===== config.mk =====
export PLATFORM = sky130hd
export DESIGN_NAME = fetch_unit_flat
export DESIGN_NICKNAME = d
export VERILOG_FILES = /design/src/rtl/fetch_pkg.sv /design/src/rtl/fetch_if.sv /design/src/rtl/fetch_queue.sv /design/src/rtl/fetch_unit.sv /design/src/flat_wrapper.sv
export SDC_FILE = /design/constraint.sdc
export NUM_CORES = 1
export LEC_CHECK = 0
export ABC_AREA = 1
export CORE_ASPECT_RATIO = 1.75
export CORE_MARGIN = 8
export CORE_UTILIZATION = 45
export CTS_BUF_LIST = sky130_fd_sc_hd__clkbuf_8
export CTS_CLUSTER_DIAMETER = 200
export CTS_CLUSTER_SIZE = 25
export DETAILED_ROUTE_END_ITERATION = 10
export PLACE_DENSITY = 0.68
export SLEW_MARGIN = 40
export SYNTH_ARGS = -nofsm -noshare
export SYNTH_HDL_FRONTEND = slang
export SYNTH_SLANG_ARGS = --single-unit

===== constraint.sdc =====
create_clock -name clock -period 5.5 [get_ports clock]
set_input_delay 1.1 -clock clock [delete_from_list [all_inputs] [get_ports clock]]
set_output_delay 1.1 -clock clock [all_outputs]
set_load 0.01 [all_outputs]

===== src/rtl/fetch_pkg.sv =====
// Shared types and constants for the instruction fetch stage.
package fetch_pkg;

    typedef enum logic [1:0] {
        ST_REQ   = 2'd0,
        ST_WAIT  = 2'd1,
        ST_DRAIN = 2'd2
    } fetch_state_t;

    localparam int unsigned INST_BYTES    = 4;
    localparam logic [31:0] NOP_INST      = 32'h0000_0013;
    localparam logic [31:0] PC_ALIGN_MASK = 32'hFFFF_FFFC;

    typedef struct packed {
        logic [31:0] pc;
        logic [31:0] inst;
    } fetch_entry_t;

    // Force a fetch target onto a word boundary.
    function automatic logic [31:0] align_pc(input logic [31:0] pc);
        return pc & PC_ALIGN_MASK;
    endfunction

endpackage


===== src/rtl/fetch_if.sv =====
// Instruction-memory request/ack bus and decode-side valid/ready bus of the fetch stage.
interface fetch_if;

    logic        imem_req;
    logic [31:0] imem_addr;
    logic        imem_ack;
    logic [31:0] imem_rdata;
    logic        inst_valid;
    logic        inst_ready;
    logic [31:0] inst_data;
    logic [31:0] inst_pc;

    // Fetch stage side.
    modport master (
        output imem_req, imem_addr, inst_valid, inst_data, inst_pc,
        input  imem_ack, imem_rdata, inst_ready
    );

    // Memory and decode side.
    modport slave (
        input  imem_req, imem_addr, inst_valid, inst_data, inst_pc,
        output imem_ack, imem_rdata, inst_ready
    );

endinterface


===== src/rtl/fetch_queue.sv =====
// Small synchronous FIFO of {pc, inst} pairs; flush beats push and pop.
module fetch_queue
    import fetch_pkg::*;
#(
    parameter int unsigned DEPTH = 4,
    parameter int unsigned CNT_W = 3
) (
    input  logic               clock,
    input  logic               reset,
    input  logic               push,
    input  fetch_entry_t       push_data,
    input  logic               pop,
    input  logic               flush,
    output fetch_entry_t       head,
    output logic [CNT_W-1:0]   count,
    output logic               full,
    output logic               empty
);

    localparam int unsigned PTR_W = CNT_W - 1;

    fetch_entry_t     mem [DEPTH];
    logic [PTR_W-1:0] wr_ptr;
    logic [PTR_W-1:0] rd_ptr;
    logic             do_push;
    logic             do_pop;

    assign full    = (count == CNT_W'(DEPTH));
    assign empty   = (count == '0);
    assign do_push = push && (!full || pop);
    assign do_pop  = pop && !empty;
    assign head    = mem[rd_ptr];

    // Pointer and occupancy bookkeeping; flush empties the queue in one cycle.
    always_ff @(posedge clock) begin
        if (!reset || flush) begin
            wr_ptr <= '0;
            rd_ptr <= '0;
            count  <= '0;
        end else begin
            if (do_push) wr_ptr <= wr_ptr + PTR_W'(1);
            if (do_pop)  rd_ptr <= rd_ptr + PTR_W'(1);
            count <= count + CNT_W'(do_push) - CNT_W'(do_pop);
        end
    end

    // Entry storage, written at the tail on every accepted push.
    always_ff @(posedge clock) begin
        if (do_push && !flush) mem[wr_ptr] <= push_data;
    end

endmodule


===== src/rtl/fetch_unit.sv =====
// RV32I fetch stage: PC register, single-outstanding imem request FSM, redirect/flush handling.
module fetch_unit
    import fetch_pkg::*;
#(
    parameter logic [31:0] RESET_PC = 32'h0000_0000,
    parameter int unsigned DEPTH    = 4,
    parameter int unsigned CNT_W    = 3
) (
    input  logic             clock,
    input  logic             reset,
    fetch_if.master          bus,
    input  logic             redirect,
    input  logic [31:0]      redirect_pc,
    output logic [CNT_W-1:0] queue_count
);

    fetch_state_t state;
    fetch_state_t state_next;
    logic [31:0]  fetch_pc;
    logic         credit;
    logic         accept_ack;
    logic         pop;
    logic         q_full;
    logic         q_empty;
    fetch_entry_t push_entry;
    fetch_entry_t head_entry;

    // At most one request is ever in flight, so a free queue slot is the whole credit check.
    assign credit     = !q_full;
    assign accept_ack = (state == ST_WAIT) && bus.imem_ack && !redirect;
    assign push_entry = '{pc: fetch_pc, inst: bus.imem_rdata};

    assign bus.imem_addr  = fetch_pc;
    assign bus.inst_valid = !q_empty && !redirect;
    assign bus.inst_data  = q_empty ? '0 : head_entry.inst;
    assign bus.inst_pc    = q_empty ? '0 : head_entry.pc;
    assign pop            = bus.inst_valid && bus.inst_ready;

    // State register.
    always_ff @(posedge clock) begin
        if (!reset) state <= ST_REQ;
        else        state <= state_next;
    end

    // Program counter: redirect target, else advance on each accepted word.
    always_ff @(posedge clock) begin
        if (!reset)          fetch_pc <= RESET_PC;
        else if (redirect)   fetch_pc <= align_pc(redirect_pc);
        else if (accept_ack) fetch_pc <= fetch_pc + 32'(INST_BYTES);
    end

    // Next-state logic; a redirect without its ack leaves a stale response to swallow in DRAIN.
    always_comb begin
        state_next = state;
        unique case (state)
            ST_REQ:   if (bus.imem_req) state_next = ST_WAIT;
            ST_WAIT: begin
                if (bus.imem_ack)   state_next = ST_REQ;
                else if (redirect)  state_next = ST_DRAIN;
            end
            ST_DRAIN: if (bus.imem_ack) state_next = ST_REQ;
            default:  state_next = ST_REQ;
        endcase
    end

    // Request output; a redirect in REQ withholds the request so the stale PC is never issued.
    always_comb begin
        bus.imem_req = 1'b0;
        unique case (state)
            ST_REQ:  bus.imem_req = credit && !redirect;
            ST_WAIT: bus.imem_req = 1'b1;
            default: bus.imem_req = 1'b0;
        endcase
        if (!reset) bus.imem_req = 1'b0;
    end

    fetch_queue #(
        .DEPTH (DEPTH),
        .CNT_W (CNT_W)
    ) u_queue (
        .clock     (clock),
        .reset     (reset),
        .push      (accept_ack),
        .push_data (push_entry),
        .pop       (pop),
        .flush     (redirect),
        .head      (head_entry),
        .count     (queue_count),
        .full      (q_full),
        .empty     (q_empty)
    );

endmodule


===== src/flat_wrapper.sv =====
// flat-port wrapper written by rule: the top's interface ports become plain ports
module fetch_unit_flat import fetch_pkg::*;
#(
    parameter logic [31:0] RESET_PC = 32'h0000_0000,
    parameter int unsigned DEPTH    = 4,
    parameter int unsigned CNT_W    = 3
)
  (clock, reset, redirect, redirect_pc, queue_count, bus_imem_req, bus_imem_addr, bus_inst_valid, bus_inst_data, bus_inst_pc, bus_imem_ack, bus_imem_rdata, bus_inst_ready);
  fetch_if bus_i ();
  input  logic clock;
  input  logic reset;
  input  logic redirect;
  input  logic [31:0] redirect_pc;
  output logic [CNT_W-1:0] queue_count;
  output wire logic [$bits(bus_i.imem_req)-1:0] bus_imem_req;
  output wire logic [$bits(bus_i.imem_addr)-1:0] bus_imem_addr;
  output wire logic [$bits(bus_i.inst_valid)-1:0] bus_inst_valid;
  output wire logic [$bits(bus_i.inst_data)-1:0] bus_inst_data;
  output wire logic [$bits(bus_i.inst_pc)-1:0] bus_inst_pc;
  input wire logic [$bits(bus_i.imem_ack)-1:0] bus_imem_ack;
  input wire logic [$bits(bus_i.imem_rdata)-1:0] bus_imem_rdata;
  input wire logic [$bits(bus_i.inst_ready)-1:0] bus_inst_ready;
  assign bus_imem_req = bus_i.imem_req;
  assign bus_imem_addr = bus_i.imem_addr;
  assign bus_inst_valid = bus_i.inst_valid;
  assign bus_inst_data = bus_i.inst_data;
  assign bus_inst_pc = bus_i.inst_pc;
  assign bus_i.imem_ack = bus_imem_ack;
  assign bus_i.imem_rdata = bus_imem_rdata;
  assign bus_i.inst_ready = bus_inst_ready;
  fetch_unit #(.RESET_PC(RESET_PC), .DEPTH(DEPTH), .CNT_W(CNT_W)) u_core (.clock(clock), .reset(reset), .bus(bus_i), .redirect(redirect), .redirect_pc(redirect_pc), .queue_count(queue_count));
endmodule

# Word-level counts from Yosys, hierarchy flattened
# Memories as Yosys holds them, arrays and structs flattened. A register that Yosys moved wholly into a read port is not among the register bits.
# Index checks and enable logic that the tools add are counted.
# Widths: inputs -> output; s select.
# word_totals
ff_bits	41
ramBits	256
word_cells	53
mem_count	1
# mem_list
name	words	width	read_ports	rd_clocked_by_memory_dff	wr	line	rtl
u_core.u_queue.mem	4	64	1	1	1	fetch_queue.sv:22	fetch_entry_t mem [DEPTH];
# classes
addsub	5
n_eq_ne	6
n_mux	15
bitwise	1
n_reduce_logical	19
# ops
cell	count
$mux 32	4
$add 32x3->32 const B	1
$mux 2	6
$logic_and 1x1->1	8
$pmux 2 s3	1
$add 2x1->2 const B	2
$logic_not 1->1	4
$ne 2x2->1 const B	2
$add 3x1->3	1
$eq 3x3->1 const B	1
$logic_not 3->1	1
$mux 1	3
$ne 3x3->1 const B	1
$reduce_and 3->1	1
$sub 3x1->3	1
$eq 2x1->1 const B	1
$eq 2x2->1 const B	1
$logic_not 2->1	1
$logic_or 1x1->1	2
$pmux 1 s2	1
$reduce_bool 2->1	1
$reduce_or 2->1	1
$not 1->1	1

# Longest topological paths before layout
# Gate-level depths: netlist (run 1).
# logic_depth
depth_word	9
depth_mapped	12
mapped_depth_nobuf	12

# Modules after synthesis
# From an unflattened synthesis (run 1), not the netlist that was laid out.
# unflattened
cells_unflattened	1213
area_unflattened_um2	12798.5
# by_module_without_submodules
module	n_inst	cells_each	area_each_um2	seq_area_each_um2
fetch_queue	1	693	10010.9	7867.5
fetch_unit	1	520	2787.7	640.6

# Worst setup path after synthesis (run 1)
# Ideal clock, no wire load.
# synth_timing
path_type	input port to flip-flop
start	input port redirect
end	memory u_core.u_queue.mem[0][0] (netlist bit), enable pin
setup_ps	482
t_arrival_ps	4228
path_slack_ps	790
path_stages	5
n_path_buf	0
path_cell_list	nor2_1 > nand2_1 > nand3_1 > nand2_2 > nor2_1
# synth_via
elab_chain_cells	8
elab_cells_between_ends	9
cone_classes	2 x mux; 7 x reduce/logical
# synth_lines
item	line	rtl
start, declared	flat_wrapper.sv:12	input logic redirect;
$logic_not 1->1 *	fetch_queue.sv:49, fetch_unit.sv:30, fetch_unit.sv:34	
$logic_and 1x1->1	fetch_unit.sv:34	assign bus.inst_valid = !q_empty && !redirect;
$logic_and 1x1->1	fetch_unit.sv:37	assign pop = bus.inst_valid && bus.inst_ready;
$logic_or 1x1->1	fetch_queue.sv:30	assign do_push = push && (!full || pop);
$logic_and 1x1->1	fetch_queue.sv:30	
$logic_and 1x1->1 *	fetch_queue.sv:49	if (do_push && !flush) mem[wr_ptr] <= push_data;
$mux 1 *	fetch_queue.sv:49	
$mux 1 (not written as such) *	fetch_queue.sv:49	
end, declared	fetch_queue.sv:22	
# Every way passes the cells marked *; elsewhere a longest branch is shown, timed or not.

==> key figures, run 1 <==
Outcome
  – Outcome: finished, final reports clean

Pwr
  – P_leak: roughly 4.9 nW
  – Comb pwr share: 0.058
  – Sw Pwr: 0.000774 W
  – PD cells: 246 nW/µm²
  – Clock power frac: 0.253
  – Sw Ratio: 0.218
  – Worst VDD drop: roughly 0.18 mV
  – Int Power: between 0.002 and 0.003 W
  – Flop pwr share: 0.689

Timing
  – Min Tclk post-route: approximately 4.3 ns
  – Max Clock Skew: ~0.029 ns
  – Post-route clock period utilization: 0.776
  – Setup TNS: 0 ns
  – Rel. slew slack: 0.422
  – Final hold violation count: 0
  – Slack of the critical path: 1.23 ns
  – Max Fclk: around 0.23 GHz
  – RSZ-0062 raised after global routing: false
  – Fin. max-slew vios: 0
  – Actual slew at the worst max-slew pin: about 0.86 ns
  – Final Setup Violations: 0

Cells and area
  – Final Net Count: 1,381
  – Syn-to-layout area delta: 18.2%
  – Most common cell after layout, fill and taps aside: nor2_1
  – Layout cells sized above 1: 0.0404
  – Final core utilization: 0.541
  – Most frequent cells in the layout: nor2_1, edfxtp_1, clkdlybuf4s50_1
  – Filler instances: approximately 2,300

Floorplanning
  – Initial Util: 0.458
  – Ports: between 150 and 200
  – Die width: between 100 and 150 µm
  – Die footprint: between 30,000 and 40,000 µm²
  – Core ar.: 26,600 µm²
  – Die height: ~230 µm
  – Row count: 79

CTS
  – Worst skew pair latency: between 0.5 and 0.6 ns
  – CTS tree: built
  – Clock Pin Slew Worst Setup and Hold Paths: ~0.14 ns
  – Clock H-tree levels: 1
  – Hold buffer count at CTS: 0
  – Clock Tree Buf Depth: 3
  – Cts repair resizes: 0
  – # Post-CTS Setup Buffers: 0
  – Clock sink count: 289
  – Total CTS buffers: 15
  – CTS root buffer: clkbuf_8

Flow run
  – Max Cap Violations: 0

Global routing
  – Met3 Use GR: 0.0241
  – Initial antenna violation count: 1
  – First-pass GRT wire length: about 47,000 µm
  – Largest net degree at the start of global routing: 90
  – Vias in the first global route: approximately 8,900
  – GR Util met1: 0.200
  – GR peak layer: met2
  – GRT met2 Usage: 0.352
  – GRT Total Usage: 0.184
  – Grt total ovfl: 0

Placement
  – Dpl ws: around 1.3 ns
  – Hpwl dp: ~19,000 µm
  – I/O Buffers: 163
  – Placer Congestion: approximately 0.9

Worst hold path
  – Hold Path Stages: 1
  – Hold Crit Class: reg -> reg
  – Worst Hold Launch: u_core.u_queue.rd_ptr[0]

Synth
  – Adder-cell share of the synthesized area: 0.00883
  – Mux share of post-synthesis cell area: 0
  – Seq cells post-synth: between 200 and 300
  – Avg Cell Area, Syn: 10.4 µm²
  – Total number of yosys warnings: 0
  – Combinational family with the most area after synthesis: simple AND/OR/NAND/NOR gates
  – Post-Synthesis Cells: around 1,200
  – Post-Syn Area: ~12,000 µm²
  – Post-Synth Simple-Gate Area: 0.161
  – Cell variety after synth: 37
  – Post-synthesis compound-gate area fraction: 0.106
  – Seq/Total Area, Yosys: 0.679
  – Synth Area in XOR/XNOR: 0.00791

Detailed routing
  – WL final: about 30,000 µm
  – WL/cell: 18.6 µm
  – Initial drt markers: 466
  – Vias per inst: around 5.4
  – Antenna-violating nets left: 0
  – DRC: 0
  – Drt pass-1 iters: 7
  – Vias: 8,760

Setup path
  – Startpoint Class: flip-flop
  – Largest stage delay, worst path: roughly 0.67 ns
  – Critical-path top delay cell: dfxtp_2
  – R2r endpoint: u_core.u_queue.count[2]
  – FF-to-FF path depth: 12
  – Reg2Reg Setup Slack: between 2 and 3 ns
  – Crit-path cells: inv_2 -> buf_4 -> nor2_1 -> o21ai_0 -> a21oi_1 -> clkdlybuf4s50_1
  – Delay-heaviest family, CP: buffers and inverters
  – Req. time, crit path: between 4 and 5 ns
  – Worst path buffer plus inverter count: 3
  – Element type at the critical path end: primary output
  – Crit Path Max Fanout: 34
  – Critical path class: reg -> out
  – Crit Reg-Reg Startpoint: u_core.u_queue.count[2]
  – Crit path DAT: approximately 3.2 ns
==> area by class of cell <==
cell class	instances	area [µm²]	share of cell area
repair buffers	178	1770	0.123
multi-input cells	768	3500	0.243
well taps	324	405	0.0282
diodes	1	2.50	0.000174
clock inverters	10	45.0	0.00313
flip-flops and latches	289	8270	0.575
inverters	52	196	0.0136
clock buffers	15	206	0.0143
==> Yosys cell counts <==
cell	count	area [µm²]
o2111ai_1	1	8.76
nand2_1	131	492
inv_1	48	180
nor2_2	3	18.8
conb_1	1	3.75
buf_4	4	30.0
o21bai_1	1	7.51
nor2_1	314	1180
fa_1	1	20.0
o21ai_0	143	716
nor2_4	1	11.3
clkbuf_1	42	158
nand3b_1	1	7.51
inv_2	4	15.0
a22o_1	4	35.0
a22oi_1	2	15.0
nand4_1	2	12.5
xnor2_1	4	35.0
a211oi_1	1	7.51
o211ai_1	1	7.51
buf_1	1	3.75
nor3_1	4	20.0
a21oi_1	92	460
nand3_1	27	135
xor2_1	7	61.3
nor3b_1	2	15.0
nand2_2	3	18.8
or2_2	3	18.8
nor3_4	1	16.3
dfxtp_1	41	821
buf_2	13	65.1
and2_1	1	6.26
clkbuf_2	1	5.00
a31oi_1	6	37.5
nor4_1	1	6.26
edfxtp_1	248	7450
ha_1	7	87.6
==> state kept, by name, summed over array words and instances (netlist names), named ones only <==
name                   count
u_core.bus.imem_addr      30
u_core.state               2
u_core.u_queue.count       3
u_core.u_queue.mem       248
u_core.u_queue.rd_ptr      2
u_core.u_queue.wr_ptr      2
==> cell families (layout without fill, tap and decap cells) <==
group / Yosys count / in the layout
AO/OA/AOI/OAI: 251 / 251
XOR/XNOR: 11 / 11
adder cells (fa/ha/maj): 8 / 8
buffers and inverters: 113 / 255
flip-flops: 289 / 289
other: 1 / 5
AND/OR/NAND/NOR: 494 / 494
==> metal layers <==
| metal | up-vias | part of all wire | routed length [µm] |
|---|---|---|---|
| met5 | - | 0 | 0 |
| met4 | 0 | 0.026 | 782 |
| met3 | 48 | 0.049 | 1490 |
| met2 | 240 | 0.53 | 16200 |
| met1 | 4227 | 0.39 | 11900 |
| li1 | 4245 | - | - |
==> worst reg2reg max path, delay by kind of cell (launching register included) <==
kind                     cells  cell delay (ns)
AND/OR/NAND/NOR              6             1.42
AO/OA/AOI/OAI                1             0.12
flip-flops                   1             0.40
adder cells (fa/ha/maj)      3             0.77
buffers and inverters        2             0.10
==> worst max-delay path by stage <==
stage               slack [ns]                       end      start  cells past startpoint
floorplan                 0.79  u_core.u_queue.mem[0][0]   redirect                      5
global placement          1.28              bus_imem_req      reset                      4
detailed placement        1.34              bus_imem_req   redirect                      6
CTS                       1.16            bus_inst_pc[4]  flip-flop                      6
global route              1.05            bus_inst_pc[4]  flip-flop                      6
finish                    1.23            bus_inst_pc[4]  flip-flop                      6
==> power by group through the flow <==
stage	logic, W	clock network (W)	registers (W)
6_report	0.000207	0.000895	0.00244
4_1_cts	0.000209	0.000924	0.00244
5_1_grt	0.000228	0.000990	0.00245
2_1_floorplan	0.0000819	0	0.00248
3_5_place_dp	0.000208	0	0.00249
3_3_place_gp	0.000205	0	0.00249
==> through the flow <==
step | total power [W] | hold WS (ns) | instance area (µm²) | instances
global placement | 0.00269 | 0.456 | 14100 | 1610
detailed placement | 0.00270 | 0.472 | 14100 | 1611
finish | 0.00354 | 0.472 | 14400 | 1637
CTS | 0.00357 | 0.480 | 14400 | 1636
floorplan | 0.00256 | 0.447 | 12200 | 1170
global route | 0.00366 | 0.527 | 14400 | 1637
No activity file was read; power rests on OpenSTA's default activity.
==> run 2, diff against run 1 <==
==> constraint.sdc (replaced) <==
create_clock -name clock -period 4.02 [get_ports clock]
set_input_delay 0.804 -clock clock [delete_from_list [all_inputs] [get_ports clock]]
set_output_delay 0.804 -clock clock [all_outputs]
set_load 0.01 [all_outputs]
==> run 2 against run 1 <==
  * Non-clock buffer count increased by 4
  * Clock skew rose by 0.0038 ns
  * Via count down 0.53%
  * Die area stayed put
  * Register-to-register slack worse by 1.5 ns
  * Setup slack worse by 0.84 ns
  * Combinational power increased by 39%
  * Critical path type unchanged
==> key figures, run 2 (same netlist as run 1, synthesis figures left out) <==
Placement
  – I/O Buffers: 163 (unchanged)
  – Placer Congestion: 0.910 (was 0.904)
  – Hpwl dp: 19,000 µm (about the same)
  – Dpl cell area: 14,200 µm² (was 14,100 µm²)

Setup path
  – Critical-path top delay cell: dfxtp_2 (unchanged)
  – Startpoint Class: flip-flop (unchanged)
  – Worst path buffer plus inverter count: 3 (unchanged)
  – Element type at the critical path end: primary output (unchanged)
  – Crit Reg-Reg Startpoint: u_core.u_queue.count[2] (unchanged)
  – Reg2Reg Setup Slack: 1.14 ns (was 2.65 ns)
  – Crit path DAT: 2.82 ns (was 3.17 ns)
  – Req. time, crit path: 3.22 ns (was 4.40 ns)
  – Crit-path cells: inv_4 -> buf_12 -> nor2_1 -> o21ai_0 -> a21oi_1 -> clkdlybuf4s50_1 (was inv_2 -> buf_4 -> nor2_1 -> o21ai_0 -> a21oi_1 -> clkdlybuf4s50_1)
  – Delay-heaviest family, CP: buffers and inverters (unchanged)
  – Largest stage delay, worst path: 0.65 ns (was 0.67 ns)
  – FF-to-FF path depth: 13 (was 12)
  – Crit Path Max Fanout: 36 (was 34)
  – Critical path class: reg -> out (unchanged)
  – R2r endpoint: u_core.u_queue.count[2] (unchanged)

Cells and area
  – Most frequent cells in the layout: nor2_1, edfxtp_1, clkdlybuf4s50_1 (unchanged)
  – Max reg flops: 248 (unchanged)
  – Register with the most flip-flops: u_core.u_queue.mem (unchanged)
  – Layout cells sized above 1: 0.0433 (was 0.0404)
  – Final core utilization: 0.546 (was 0.541)
  – Final Net Count: 1,385 (was 1,381)
  – Finished Cell Area: 14,500 µm² (was 14,400 µm²)
  – Most common cell after layout, fill and taps aside: nor2_1 (unchanged)
  – Syn-to-layout area delta: 19.2% (was 18.2%)

Global routing
  – Vias in the first global route: 8,644 (was 8,909)
  – Initial antenna violation count: 1 (unchanged)
  – First-pass GRT wire length: 47,000 µm (was 47,200 µm)
  – Largest net degree at the start of global routing: 73 (was 90)
  – GRT Total Usage: 0.183 (was 0.184)
  – Grt total ovfl: 0 (unchanged)

Detailed routing
  – Vias per inst: 5.31 (was 5.35)
  – WL final: 30,400 µm (about the same)
  – DRC: 0 (unchanged)
  – Drt pass-1 iters: 5 (was 7)
  – Antenna-violating nets left: 0 (unchanged)
  – Vias: 8,714 (was 8,760)
  – Initial drt markers: 416 (was 466)
  – WL/cell: 18.5 µm (was 18.6 µm)

Floorplanning
  – Die height: 234 µm (unchanged)
  – Ports: 170 (unchanged)
  – Row count: 79 (unchanged)
  – Core ar.: 26,600 µm² (unchanged)
  – Die footprint: 32,800 µm² (unchanged)
  – Initial Util: 0.458 (unchanged)
  – Die width: 140 µm (unchanged)

Worst hold path
  – Hold Crit Class: reg -> reg (unchanged)
  – Hold Path Stages: 1 (unchanged)
  – Worst Hold Launch: u_core.u_queue.rd_ptr[0] (unchanged)

Pwr
  – PD cells: 334 nW/µm² (was 246 nW/µm²)
  – P_leak: 4.90 nW (was 4.86 nW)
  – Worst VDD drop: 0.346 mV (was 0.181 mV)

Timing
  – Max Fclk: ~0.28 GHz
  – Rel. slew slack: 0.446 (was 0.422)
  – RSZ-0062 raised after global routing: false (unchanged)
  – Final hold slack: 0.480 ns (was 0.472 ns)
  – Final Setup Violations: 0 (unchanged)
  – Actual slew at the worst max-slew pin: 0.824 ns (was 0.860 ns)
  – Min Tclk post-route: about 3.6 ns
  – Setup TNS: 0 ns (unchanged)
  – Post-route clock period utilization: 0.902
  – Fin. max-slew vios: 0 (unchanged)
  – Max Clock Skew: 0.0325 ns (was 0.0287 ns)
  – Final hold violation count: 0 (unchanged)

Outcome
  – Outcome: finished, final reports clean (unchanged)

CTS
  – Clock Tree Buf Depth: 3 (unchanged)
  – Clock sink count: 289 (unchanged)
  – Clock Pin Slew Worst Setup and Hold Paths: 0.14 ns (about the same)
  – Clock H-tree levels: 1 (unchanged)
  – Worst skew pair latency: 0.55 ns (was 0.54 ns)
  – Total CTS buffers: 15 (unchanged)
  – CTS root buffer: clkbuf_8 (unchanged)
  – CTS tree: built (unchanged)
  – Hold buffer count at CTS: 0 (unchanged)

Flow run
  – Max Cap Violations: 0 (unchanged)
==> run 2: layer usage <==
| layer | track usage | up-vias | wire length (µm) |
|---|---|---|---|
| li1 | - | 4252 | - |
| met1 | 0.203 | 4167 | 11800 |
| met2 | 0.344 | 246 | 16000 |
| met3 | 0.0241 | 49 | 1440 |
| met4 | 0.0784 | 0 | 1080 |
| met5 | 0 | - | 0 |
==> run 2: what timing repair did <==
action                                  CTS  global route
endpoints found under the setup margin    0             2
endpoints found under the hold margin     0             0
buffers inserted                          0             0
gates resized for setup                   0             2
==> run 2: power by group <==
group	total [W]	internal (W)	leakage [nW]	switching (W)
Combinational	0.000287	0.000145	2.14	0.000142
Clock	0.00122	0.000367	0.163	0.000853
Sequential	0.00334	0.00328	2.60	0.0000557
Total	0.00485	0.00380	4.90	0.00105
==> run 2: area by class of cell <==
type | instances | area (µm²)
fillers | 2260 | 12100
clock inverters | 11 | 57.6
well taps | 324 | 405
multi-input cells | 768 | 3500
repair buffers | 182 | 1870
clock buffers | 15 | 206
inverters | 52 | 199
diodes | 1 | 2.50
flip-flops and latches | 289 | 8270
==> run 2: metrics by stage <==
step	power (W)	worst slack (ns)	cells
6_report	0.00485	0.393	1642
5_1_grt	0.00501	0.161	1642
4_1_cts	0.00489	0.120	1641
3_5_place_dp	0.00370	0.729	1615
3_3_place_gp	0.00369	0.729	1615
2_1_floorplan	0.00351	-0.394	1170
==> run 2: worst reg2reg max path: cells and delay by family (launching register included) <==
family,cells,cell delay [ns]
adder cells (fa/ha/maj),3,0.77
buffers and inverters,3,0.42
AO/OA/AOI/OAI,1,0.11
AND/OR/NAND/NOR,6,1.10
flip-flops,1,0.40
==> run 2: how the worst max path moves through the flow <==
stage | from | to | slack [ns] | depth (start not counted)
2_1_floorplan | redirect | u_core.u_queue.mem[0][0] | -0.39 | 5
3_3_place_gp | bus_imem_ack | u_core.u_queue.count[2] | 0.73 | 11
3_5_place_dp | redirect | u_core.u_queue.count[2] | 0.73 | 11
4_1_cts | flip-flop | bus_inst_pc[25] | 0.12 | 6
5_1_grt | flip-flop | bus_inst_pc[25] | 0.16 | 6
6_report | flip-flop | bus_inst_pc[25] | 0.39 | 6
